[src/rtl/code_defs_pkg.sv]
// -----------------------------------------------------------------------------
// code_defs_pkg
// Shared definitions for the PCS link controller:
//   link_ctrl_state_t : sequencer states (encoding is visible on o_state)
//   SYNC_DATA/CTRL    : the two legal 64b/66b sync header codes
//   is_bad_header     : true for a sync header that is neither data nor control
// -----------------------------------------------------------------------------
package code_defs_pkg;

  typedef enum logic [2:0] {
    XVER_WAIT = 3'd0,
    TX_REL    = 3'd1,
    RX_REL    = 3'd2,
    LOCK_WAIT = 3'd3,
    LINK_UP   = 3'd4,
    XVER_RST  = 3'd5
  } link_ctrl_state_t;

  localparam logic [1:0] SYNC_DATA = 2'b01;
  localparam logic [1:0] SYNC_CTRL = 2'b10;

  function automatic logic is_bad_header(input logic [1:0] hdr);
    return (hdr != SYNC_DATA) && (hdr != SYNC_CTRL);
  endfunction

endpackage

[src/rtl/pcs_link_ctrl_if.sv]
// -----------------------------------------------------------------------------
// pcs_link_ctrl_if
// Status inputs and reset/status outputs of the link controller.
//   i_xver_tx_done / i_xver_rx_done : transceiver reset-done (synchronised)
//   i_rx_header / i_rx_header_valid : sync header stream from the gearbox
//   i_block_lock                    : block lock indication
//   o_tx_reset / o_rx_reset         : PCS reset outputs
//   o_xver_rx_reset                 : transceiver rx datapath reset request
//   o_link_up / o_hi_ber            : link status
//   o_retry_count / o_state         : debug visibility
// slave modport is the controller side, master the driving side.
// -----------------------------------------------------------------------------
interface pcs_link_ctrl_if #(
  parameter int RETRY_WIDTH = 8
);
  logic                   i_xver_tx_done;
  logic                   i_xver_rx_done;
  logic [1:0]             i_rx_header;
  logic                   i_rx_header_valid;
  logic                   i_block_lock;
  logic                   o_tx_reset;
  logic                   o_rx_reset;
  logic                   o_xver_rx_reset;
  logic                   o_link_up;
  logic                   o_hi_ber;
  logic [RETRY_WIDTH-1:0] o_retry_count;
  logic [2:0]             o_state;

  modport master (
    output i_xver_tx_done, i_xver_rx_done, i_rx_header, i_rx_header_valid, i_block_lock,
    input  o_tx_reset, o_rx_reset, o_xver_rx_reset, o_link_up, o_hi_ber, o_retry_count, o_state
  );

  modport slave (
    input  i_xver_tx_done, i_xver_rx_done, i_rx_header, i_rx_header_valid, i_block_lock,
    output o_tx_reset, o_rx_reset, o_xver_rx_reset, o_link_up, o_hi_ber, o_retry_count, o_state
  );
endinterface

[src/rtl/pcs_link_ctrl_ber_monitor.sv]
// -----------------------------------------------------------------------------
// ber_monitor
// Counts valid sync headers in fixed windows and flags a high bit-error rate.
//   i_clk, i_reset  : clock, asynchronous active-high reset
//   i_enable        : count only while the link is up
//   i_clear         : clear counters and flag (has priority over counting)
//   i_header/i_valid: header stream
//   o_hi_ber        : registered hi-BER flag
//   o_hi_ber_next   : value o_hi_ber takes at the next edge (lets the parent
//                     register link_up coincident with the flag)
// -----------------------------------------------------------------------------
module ber_monitor
  import code_defs_pkg::*;
#(
  parameter int BER_WINDOW = 125000,
  parameter int BER_THRESH = 16
) (
  input  logic       i_clk,
  input  logic       i_reset,
  input  logic       i_enable,
  input  logic       i_clear,
  input  logic [1:0] i_header,
  input  logic       i_valid,
  output logic       o_hi_ber,
  output logic       o_hi_ber_next
);

  localparam int WIN_W = $clog2(BER_WINDOW);
  localparam int BAD_W = $clog2(BER_THRESH + 1);
  localparam logic [WIN_W-1:0] WIN_LAST = WIN_W'(BER_WINDOW - 1);
  localparam logic [BAD_W-1:0] BAD_MAX  = BAD_W'(BER_THRESH);

  logic [WIN_W-1:0] win_cnt_r, win_cnt_n_s;
  logic [BAD_W-1:0] bad_cnt_r, bad_cnt_n_s, bad_inc_s;
  logic             hi_ber_r, hi_ber_n_s;

  // Window/bad-count next-state; bad count saturates so >= THRESH reduces to ==
  always_comb begin
    win_cnt_n_s = win_cnt_r;
    bad_cnt_n_s = bad_cnt_r;
    hi_ber_n_s  = hi_ber_r;
    bad_inc_s   = bad_cnt_r;
    if (i_clear) begin
      win_cnt_n_s = '0;
      bad_cnt_n_s = '0;
      hi_ber_n_s  = 1'b0;
    end else if (i_enable && i_valid) begin
      if (is_bad_header(i_header) && (bad_cnt_r != BAD_MAX)) begin
        bad_inc_s = bad_cnt_r + BAD_W'(1);
      end else begin
        bad_inc_s = bad_cnt_r;
      end
      if (win_cnt_r == WIN_LAST) begin
        // window end: verdict includes this final header, then restart
        hi_ber_n_s  = (bad_inc_s == BAD_MAX);
        win_cnt_n_s = '0;
        bad_cnt_n_s = '0;
      end else begin
        win_cnt_n_s = win_cnt_r + WIN_W'(1);
        bad_cnt_n_s = bad_inc_s;
        if (bad_inc_s == BAD_MAX) begin
          hi_ber_n_s = 1'b1;
        end else begin
          hi_ber_n_s = hi_ber_r;
        end
      end
    end else begin
      win_cnt_n_s = win_cnt_r;
      bad_cnt_n_s = bad_cnt_r;
      hi_ber_n_s  = hi_ber_r;
    end
  end

  // Counter and flag registers
  always_ff @(posedge i_clk or posedge i_reset) begin
    if (i_reset) begin
      win_cnt_r <= '0;
      bad_cnt_r <= '0;
      hi_ber_r  <= 1'b0;
    end else begin
      win_cnt_r <= win_cnt_n_s;
      bad_cnt_r <= bad_cnt_n_s;
      hi_ber_r  <= hi_ber_n_s;
    end
  end

  assign o_hi_ber      = hi_ber_r;
  assign o_hi_ber_next = hi_ber_n_s;

endmodule

[src/rtl/pcs_link_ctrl.sv]
// -----------------------------------------------------------------------------
// pcs_link_ctrl
// Bring-up and supervision sequencer for the 32-bit PCS (xver_rx_clk domain).
// Waits for transceiver reset-done, releases PCS tx then rx reset, waits for
// block lock (retrying with a transceiver rx reset on timeout) and supervises
// the link with a hi-BER monitor.
//   i_clk   : xver_rx_clk
//   i_reset : asynchronous, active-high
//   bus     : pcs_link_ctrl_if.slave (status in, resets/status out)
// All outputs are registered.
// -----------------------------------------------------------------------------
module pcs_link_ctrl
  import code_defs_pkg::*;
#(
  parameter int RELEASE_DELAY   = 8,
  parameter int LOCK_TIMEOUT    = 1000000,
  parameter int XVER_RST_CYCLES = 16,
  parameter int BER_WINDOW      = 125000,
  parameter int BER_THRESH      = 16,
  parameter int RETRY_WIDTH     = 8
) (
  input logic            i_clk,
  input logic            i_reset,
  pcs_link_ctrl_if.slave bus
);

  // one delay counter serves both the release steps and the xver reset hold
  localparam int DLY_MAX = (RELEASE_DELAY > XVER_RST_CYCLES) ? RELEASE_DELAY - 1 : XVER_RST_CYCLES - 1;
  localparam int DLY_W   = (DLY_MAX < 1) ? 1 : $clog2(DLY_MAX + 1);
  localparam int TMO_W   = $clog2(LOCK_TIMEOUT);
  localparam logic [DLY_W-1:0] REL_LAST = DLY_W'(RELEASE_DELAY - 1);
  localparam logic [DLY_W-1:0] XR_LAST  = DLY_W'(XVER_RST_CYCLES - 1);
  localparam logic [TMO_W-1:0] TMO_LAST = TMO_W'(LOCK_TIMEOUT - 1);
  localparam logic [RETRY_WIDTH-1:0] RETRY_MAX = {RETRY_WIDTH{1'b1}};

  link_ctrl_state_t       state_r, state_n_s;
  logic                   tx_reset_r, tx_reset_n_s;
  logic                   rx_reset_r, rx_reset_n_s;
  logic                   xver_rst_r, xver_rst_n_s;
  logic                   link_up_r, link_up_n_s;
  logic [RETRY_WIDTH-1:0] retry_r, retry_n_s;
  logic [DLY_W-1:0]       dly_cnt_r, dly_cnt_n_s;
  logic [TMO_W-1:0]       tmo_cnt_r, tmo_cnt_n_s;
  logic                   rx_low_seen_r, rx_low_seen_n_s;
  logic                   low_seen_s;
  logic                   ber_enable_s, ber_clear_s;
  logic                   hi_ber_s, hi_ber_next_s;

  // Next-state and next-output logic
  always_comb begin
    state_n_s       = state_r;
    tx_reset_n_s    = tx_reset_r;
    rx_reset_n_s    = rx_reset_r;
    xver_rst_n_s    = xver_rst_r;
    retry_n_s       = retry_r;
    dly_cnt_n_s     = dly_cnt_r;
    tmo_cnt_n_s     = tmo_cnt_r;
    rx_low_seen_n_s = rx_low_seen_r;
    low_seen_s      = rx_low_seen_r | ~bus.i_xver_rx_done;
    if ((state_r != XVER_WAIT) && !bus.i_xver_tx_done) begin
      // loss of tx done restarts the whole bring-up; retries are kept
      state_n_s    = XVER_WAIT;
      tx_reset_n_s = 1'b1;
      rx_reset_n_s = 1'b1;
      xver_rst_n_s = 1'b0;
    end else if ((state_r inside {TX_REL, RX_REL, LOCK_WAIT, LINK_UP}) && !bus.i_xver_rx_done) begin
      state_n_s    = XVER_WAIT;
      rx_reset_n_s = 1'b1;
    end else begin
      case (state_r)
        XVER_WAIT: begin
          if (bus.i_xver_tx_done && bus.i_xver_rx_done) begin
            state_n_s   = TX_REL;
            dly_cnt_n_s = '0;
          end else begin
            state_n_s = XVER_WAIT;
          end
        end
        TX_REL: begin
          if (dly_cnt_r == REL_LAST) begin
            state_n_s    = RX_REL;
            tx_reset_n_s = 1'b0;
            dly_cnt_n_s  = '0;
          end else begin
            dly_cnt_n_s = dly_cnt_r + DLY_W'(1);
          end
        end
        RX_REL: begin
          if (dly_cnt_r == REL_LAST) begin
            state_n_s    = LOCK_WAIT;
            rx_reset_n_s = 1'b0;
            tmo_cnt_n_s  = '0;
          end else begin
            dly_cnt_n_s = dly_cnt_r + DLY_W'(1);
          end
        end
        LOCK_WAIT: begin
          // lock is tested first so it wins over a coincident timeout
          if (bus.i_block_lock) begin
            state_n_s = LINK_UP;
          end else if (tmo_cnt_r == TMO_LAST) begin
            state_n_s       = XVER_RST;
            xver_rst_n_s    = 1'b1;
            rx_reset_n_s    = 1'b1;
            retry_n_s       = (retry_r != RETRY_MAX) ? retry_r + RETRY_WIDTH'(1) : retry_r;
            dly_cnt_n_s     = '0;
            rx_low_seen_n_s = 1'b0;
          end else begin
            tmo_cnt_n_s = tmo_cnt_r + TMO_W'(1);
          end
        end
        LINK_UP: begin
          if (!bus.i_block_lock) begin
            state_n_s   = LOCK_WAIT;
            tmo_cnt_n_s = '0;
          end else begin
            state_n_s = LINK_UP;
          end
        end
        XVER_RST: begin
          // a done left high from before the reset must not end the hold:
          // exit needs rx_done to have been seen low during this state
          rx_low_seen_n_s = low_seen_s;
          if ((dly_cnt_r == XR_LAST) && low_seen_s) begin
            state_n_s    = XVER_WAIT;
            xver_rst_n_s = 1'b0;
          end else if (dly_cnt_r != XR_LAST) begin
            dly_cnt_n_s = dly_cnt_r + DLY_W'(1);
          end else begin
            dly_cnt_n_s = dly_cnt_r;
          end
        end
        default: begin
          state_n_s    = XVER_WAIT;
          tx_reset_n_s = 1'b1;
          rx_reset_n_s = 1'b1;
          xver_rst_n_s = 1'b0;
        end
      endcase
    end
  end

  // BER monitor runs only while staying in LINK_UP; entry and exit clear it
  always_comb begin
    ber_enable_s = (state_r == LINK_UP);
    ber_clear_s  = (state_r != LINK_UP) || (state_n_s != LINK_UP);
    link_up_n_s  = (state_n_s == LINK_UP) && !hi_ber_next_s;
  end

  ber_monitor #(
    .BER_WINDOW (BER_WINDOW),
    .BER_THRESH (BER_THRESH)
  ) u_ber_monitor (
    .i_clk         (i_clk),
    .i_reset       (i_reset),
    .i_enable      (ber_enable_s),
    .i_clear       (ber_clear_s),
    .i_header      (bus.i_rx_header),
    .i_valid       (bus.i_rx_header_valid),
    .o_hi_ber      (hi_ber_s),
    .o_hi_ber_next (hi_ber_next_s)
  );

  // State and output registers
  always_ff @(posedge i_clk or posedge i_reset) begin
    if (i_reset) begin
      state_r       <= XVER_WAIT;
      tx_reset_r    <= 1'b1;
      rx_reset_r    <= 1'b1;
      xver_rst_r    <= 1'b0;
      link_up_r     <= 1'b0;
      retry_r       <= '0;
      dly_cnt_r     <= '0;
      tmo_cnt_r     <= '0;
      rx_low_seen_r <= 1'b0;
    end else begin
      state_r       <= state_n_s;
      tx_reset_r    <= tx_reset_n_s;
      rx_reset_r    <= rx_reset_n_s;
      xver_rst_r    <= xver_rst_n_s;
      link_up_r     <= link_up_n_s;
      retry_r       <= retry_n_s;
      dly_cnt_r     <= dly_cnt_n_s;
      tmo_cnt_r     <= tmo_cnt_n_s;
      rx_low_seen_r <= rx_low_seen_n_s;
    end
  end

  assign bus.o_tx_reset      = tx_reset_r;
  assign bus.o_rx_reset      = rx_reset_r;
  assign bus.o_xver_rx_reset = xver_rst_r;
  assign bus.o_link_up       = link_up_r;
  assign bus.o_hi_ber        = hi_ber_s;
  assign bus.o_retry_count   = retry_r;
  assign bus.o_state         = state_r;

endmodule
[src/flat_wrapper.sv]
// flat-port wrapper written by rule: the top's interface ports become plain ports
module pcs_link_ctrl_flat import code_defs_pkg::*;
#(
  parameter int RELEASE_DELAY   = 8,
  parameter int LOCK_TIMEOUT    = 1000000,
  parameter int XVER_RST_CYCLES = 16,
  parameter int BER_WINDOW      = 125000,
  parameter int BER_THRESH      = 16,
  parameter int RETRY_WIDTH     = 8
)
  (i_clk, i_reset, bus_i_xver_tx_done, bus_i_xver_rx_done, bus_i_rx_header, bus_i_rx_header_valid, bus_i_block_lock, bus_o_tx_reset, bus_o_rx_reset, bus_o_xver_rx_reset, bus_o_link_up, bus_o_hi_ber, bus_o_retry_count, bus_o_state);
  pcs_link_ctrl_if #(.RETRY_WIDTH(RETRY_WIDTH)) bus_i ();
  input logic i_clk;
  input logic i_reset;
  input wire logic [$bits(bus_i.i_xver_tx_done)-1:0] bus_i_xver_tx_done;
  input wire logic [$bits(bus_i.i_xver_rx_done)-1:0] bus_i_xver_rx_done;
  input wire logic [$bits(bus_i.i_rx_header)-1:0] bus_i_rx_header;
  input wire logic [$bits(bus_i.i_rx_header_valid)-1:0] bus_i_rx_header_valid;
  input wire logic [$bits(bus_i.i_block_lock)-1:0] bus_i_block_lock;
  output wire logic [$bits(bus_i.o_tx_reset)-1:0] bus_o_tx_reset;
  output wire logic [$bits(bus_i.o_rx_reset)-1:0] bus_o_rx_reset;
  output wire logic [$bits(bus_i.o_xver_rx_reset)-1:0] bus_o_xver_rx_reset;
  output wire logic [$bits(bus_i.o_link_up)-1:0] bus_o_link_up;
  output wire logic [$bits(bus_i.o_hi_ber)-1:0] bus_o_hi_ber;
  output wire logic [$bits(bus_i.o_retry_count)-1:0] bus_o_retry_count;
  output wire logic [$bits(bus_i.o_state)-1:0] bus_o_state;
  assign bus_i.i_xver_tx_done = bus_i_xver_tx_done;
  assign bus_i.i_xver_rx_done = bus_i_xver_rx_done;
  assign bus_i.i_rx_header = bus_i_rx_header;
  assign bus_i.i_rx_header_valid = bus_i_rx_header_valid;
  assign bus_i.i_block_lock = bus_i_block_lock;
  assign bus_o_tx_reset = bus_i.o_tx_reset;
  assign bus_o_rx_reset = bus_i.o_rx_reset;
  assign bus_o_xver_rx_reset = bus_i.o_xver_rx_reset;
  assign bus_o_link_up = bus_i.o_link_up;
  assign bus_o_hi_ber = bus_i.o_hi_ber;
  assign bus_o_retry_count = bus_i.o_retry_count;
  assign bus_o_state = bus_i.o_state;
  pcs_link_ctrl #(.RELEASE_DELAY(RELEASE_DELAY), .LOCK_TIMEOUT(LOCK_TIMEOUT), .XVER_RST_CYCLES(XVER_RST_CYCLES), .BER_WINDOW(BER_WINDOW), .BER_THRESH(BER_THRESH), .RETRY_WIDTH(RETRY_WIDTH)) u_core (.i_clk(i_clk), .i_reset(i_reset), .bus(bus_i));
endmodule
[config.mk]
export PLATFORM = sky130hd
export DESIGN_NAME = pcs_link_ctrl_flat
export DESIGN_NICKNAME = d
export VERILOG_FILES = /design/src/rtl/code_defs_pkg.sv /design/src/rtl/pcs_link_ctrl_if.sv /design/src/rtl/pcs_link_ctrl_ber_monitor.sv /design/src/rtl/pcs_link_ctrl.sv /design/src/flat_wrapper.sv
export SDC_FILE = /design/constraint.sdc
export NUM_CORES = 1
export LEC_CHECK = 0
export ABC_AREA = 1
export ABC_CLOCK_PERIOD_IN_PS = 2600
export BUFFER_PORTS_ARGS = -buffer_cell sky130_fd_sc_hd__buf_4
export CELL_PAD_IN_SITES_DETAIL_PLACEMENT = 0
export CELL_PAD_IN_SITES_GLOBAL_PLACEMENT = 1
export CORE_UTILIZATION = 45
export CTS_CLUSTER_DIAMETER = 60
export CTS_CLUSTER_SIZE = 24
export DETAILED_ROUTE_END_ITERATION = 8
export PLACE_DENSITY_LB_ADDON = 0.12
export SYNTH_ARGS = -nofsm -noshare
export SYNTH_HDL_FRONTEND = slang
export SYNTH_SLANG_ARGS = --single-unit
[constraint.sdc]
create_clock -name i_clk -period 2.6 [get_ports i_clk]
set_input_delay 0.39 -clock i_clk [delete_from_list [all_inputs] [get_ports i_clk]]
set_output_delay 0.39 -clock i_clk [all_outputs]
set_load 0.02 [all_outputs]
==> summary.md <==
| Metric | Value |
|---|---|
| Commonest non-fill, non-tap cells in the layout | `nand2_1 (155), inv_1 (65), nor2_1 (64)` |
| Max clock buf depth | `2` |
| Clock insertion delay at the later pin of the skew report | `0.35 ns` |
| Dpl hpwl | `7.25 mm` |
| CP max FO | `23` |
| Critical Path Source Type | `flip-flop` |
| TritonCTS clock tree | `done` |
| Sequential cell area fraction in the yosys report | `37.2%` |
| Final setup vio count | `0` |
| Clock power share | `36.5%` |
| Critical Path End Type | `flip-flop` |
| Pin count of the biggest net entering global routing | `38` |
| Fillers | `943` |
| Crit path DAT | `2.42 ns` |
| Psw | `0.000838 W` |
| Slew @ Worst Pin | `0.591 ns` |
| WP data required | `2.86 ns` |
| R2R depth | `7` |
| Initial Util | `46.2%` |
| Worst hold path type | `in2async` |
| Final ANT Viol Nets | `0` |
| Reg2reg start | `u_core.tmo_cnt_r[0]$_DFFE_PP0P_` |
| Chip width | `99.1 um` |
| Logic pwr share | `20.7%` |
| Commonest non-fill, non-tap cell in the layout | `nand2_1` |
| VDD IR max | `374 uV` |
| Gr usage total | `22.1%` |
| H-tree depth | `3` |
| Area delta synth->final | `11.4%` |
| Crit Path Category | `reg2reg` |
| Count of final hold-check violations | `0` |
| Postcts setup bufs | `0` |
| Vias | `3814` |
| Int Pwr | `0.00180 W` |
| Clock root buffer | `clkbuf_8` |
| Core Util, Final | `51.4%` |
| Unrepaired setup endpoints after global routing | `no` |
| Initial DRC Count | `148` |
| Row count | `35` |
| Post-synth EDFFs | `0` |
| Final non-filler cell total | `732` |
| Buffers on Ports | `23` |
| Die ar. | `9830 um^2` |
| Switching Fraction | `31.7%` |
| Global-route wire length before repair | `17.3 mm` |
| Leak | `2.26 nW` |
| Via/cell ratio | `5.21` |
| Max-cap viol count | `0` |
| Pre-Repair DR Iteration Count | `5` |
| Final global-route overflow total | `0` |
| Worst r2r dst | `u_core.u_ber_monitor.win_cnt_r[6]$_DFFE_PP0P_` |
| WL/cell | `13.3 um` |
| CTS Hold Bufs | `0` |
| Share of cells above drive strength 1 | `14.7%` |
| Die height | `99.1 um` |
| Routed wire length | `9.77 mm` |
| Ant diodes | `0` |
| CTS sink count | `63` |
| Post-synthesis cell type count | `40` |
| Slew HR | `60.5%` |
| YS warnings | `0` |
| Outcome | `completed` |
| Initial antenna violation count | `0` |
| Setup TNS Final | `0 ns` |
| Syn_nets | `603` |
| Dpl ws | `0.420 ns` |
| Ys async rst share | `100%` |
| Core footprint | `9200 um^2` |
| Worst reg2reg setup slack | `0.43 ns` |
| Drc violations | `0` |
| Register bit total from synthesis | `63` |
| Syn Inst Count | `589` |
| Vias in the first global route | `3709` |
| Nets | `630` |
| Ys flop type | `dfrtp_1` |
| Reg clk slew, reported paths | `0.08 ns` |
| Slew Limit Fails | `0` |
| Clock Skews | `0.0132 ns` |
| Setup ws final | `0.435 ns` |
| Gpl congestion | `0.851` |
| Final min period | `2.17 ns` |
| Cell Count Post-Placement | `716` |
| Top Ports | `24` |
| TritonCTS buffer count | `9` |
| Fmax | `462 MHz` |
| Power density cells | `559 nW/um^2` |
| Post-cts sizing count | `0` |
| Crit share post-route | `83.3%` |
| Mean Syn Cell Area | `7.21 um^2` |
| Post-Syn Area | `4250 um^2` |
| Reg power frac | `42.7%` |
==> per-stage QoR <==
step | power [W] | hold WS, ns | instance area [um^2]
6_report | 0.00264 | 0.114 | 4730
5_1_grt | 0.00281 | 0.163 | 4730
4_1_cts | 0.00267 | 0.125 | 4730
3_5_place_dp | 0.00169 | 0.494 | 4510
3_3_place_gp | 0.00168 | 0.487 | 4510
2_1_floorplan | 0.00156 | 0.464 | 4250
==> Yosys cell counts (6+ instances only) <==
library cell / number / area, um^2
a21oi_2: 6 / 52.6
xor2_1: 24 / 210
o21ai_0: 18 / 90.1
nand2_1: 155 / 582
o21ai_1: 9 / 45.0
ha_1: 6 / 75.1
a21oi_1: 13 / 65.1
inv_1: 66 / 248
nand4_1: 17 / 106
inv_2: 8 / 30.0
dfrtp_1: 61 / 1530
nor2_1: 64 / 240
nand3_1: 51 / 255
nor3_1: 27 / 135
==> worst max path at each step <==
stage                                    start                                            end  slack, ns
2_1_floorplan                          i_reset                 u_core.bus.o_link_up$_DFF_PP0_       0.64
3_3_place_gp   u_core.tmo_cnt_r[0]$_DFFE_PP0P_  u_core.u_ber_monitor.win_cnt_r[7]$_DFFE_PP0P_       0.50
3_5_place_dp   u_core.tmo_cnt_r[0]$_DFFE_PP0P_  u_core.u_ber_monitor.win_cnt_r[6]$_DFFE_PP0P_       0.42
4_1_cts        u_core.tmo_cnt_r[0]$_DFFE_PP0P_  u_core.u_ber_monitor.win_cnt_r[6]$_DFFE_PP0P_       0.42
5_1_grt        u_core.tmo_cnt_r[0]$_DFFE_PP0P_  u_core.u_ber_monitor.win_cnt_r[7]$_DFFE_PP0P_       0.09
6_report       u_core.tmo_cnt_r[0]$_DFFE_PP0P_  u_core.u_ber_monitor.win_cnt_r[6]$_DFFE_PP0P_       0.43
==> state kept, by name (all words and copies together) (netlist names) <==
| name | flops |
|---|---|
| u_core.u_ber_monitor.o_hi_ber | 1 |
| u_core.bus.o_retry_count | 8 |
| u_core.u_ber_monitor.bad_cnt_r | 5 |
| u_core.bus.o_rx_reset | 1 |
| u_core.dly_cnt_r | 4 |
| u_core.rx_low_seen_r | 1 |
| u_core.bus.o_link_up | 1 |
| u_core.bus.o_state | 3 |
| u_core.bus.o_xver_rx_reset | 1 |
| u_core.u_ber_monitor.win_cnt_r | 17 |
| u_core.bus.o_tx_reset | 1 |
| u_core.tmo_cnt_r | 20 |
==> routing by layer <==
metal  vias up  track usage [%]  share of wire (%)  wire length, um
met3        21             3.44                2.8              269
li1       1954                -                  -                -
met5         -                0                  0                0
met1      1777             30.2                 50             4880
met2        62             35.3                 45             4410
met4         0             8.71                2.1              206
==> kinds of logic (layout without fill, tap and decap cells) <==
| logic type | count (synthesis) | count (layout) | share of synthesized area, % |
|---|---|---|---|
| DFF | 63 | 63 | 37.2 |
| and+or+nand+nor | 344 | 344 | 37.6 |
| buffers and inverters | 87 | 119 | 9.02 |
| AOI/OAI and AO/OA | 62 | 62 | 8.87 |
| xor gates and xnor gates | 27 | 27 | 5.57 |
| adders and majority gates | 6 | 6 | 1.77 |
==> power by group through the flow <==
| stage | Sequential (W) | Clock [W] | Combinational [W] |
|---|---|---|---|
| 5_1_grt | 0.00114 | 0.00104 | 0.000629 |
| 2_1_floorplan | 0.00114 | 0 | 0.000416 |
| 6_report | 0.00113 | 0.000965 | 0.000548 |
| 4_1_cts | 0.00113 | 0.000998 | 0.000550 |
| 3_3_place_gp | 0.00114 | 0 | 0.000537 |
| 3_5_place_dp | 0.00115 | 0 | 0.000547 |
==> cell type report <==
| cell class | instances | area, um^2 | area share (%) |
|---|---|---|---|
| multi-input cells | 439 | 2280 | 48.3 |
| flip-flops and latches | 63 | 1580 | 33.4 |
| inverters | 75 | 282 | 5.95 |
| repair buffers | 28 | 223 | 4.71 |
| clock buffers | 11 | 141 | 2.99 |
| well taps | 111 | 139 | 2.94 |
| clock inverters | 5 | 81.3 | 1.72 |
==> critical path, stage by stage (launching register included) <==
cell and delay [ns]:
dfrtp_1 0.40, ha_1 0.29, nand3_2 0.18, nor2_1 0.25, nand4_4 0.19, nand3_2 0.15
nand4_4 0.35, nor3_1 0.26
Power figures use the tool's default switching activity.
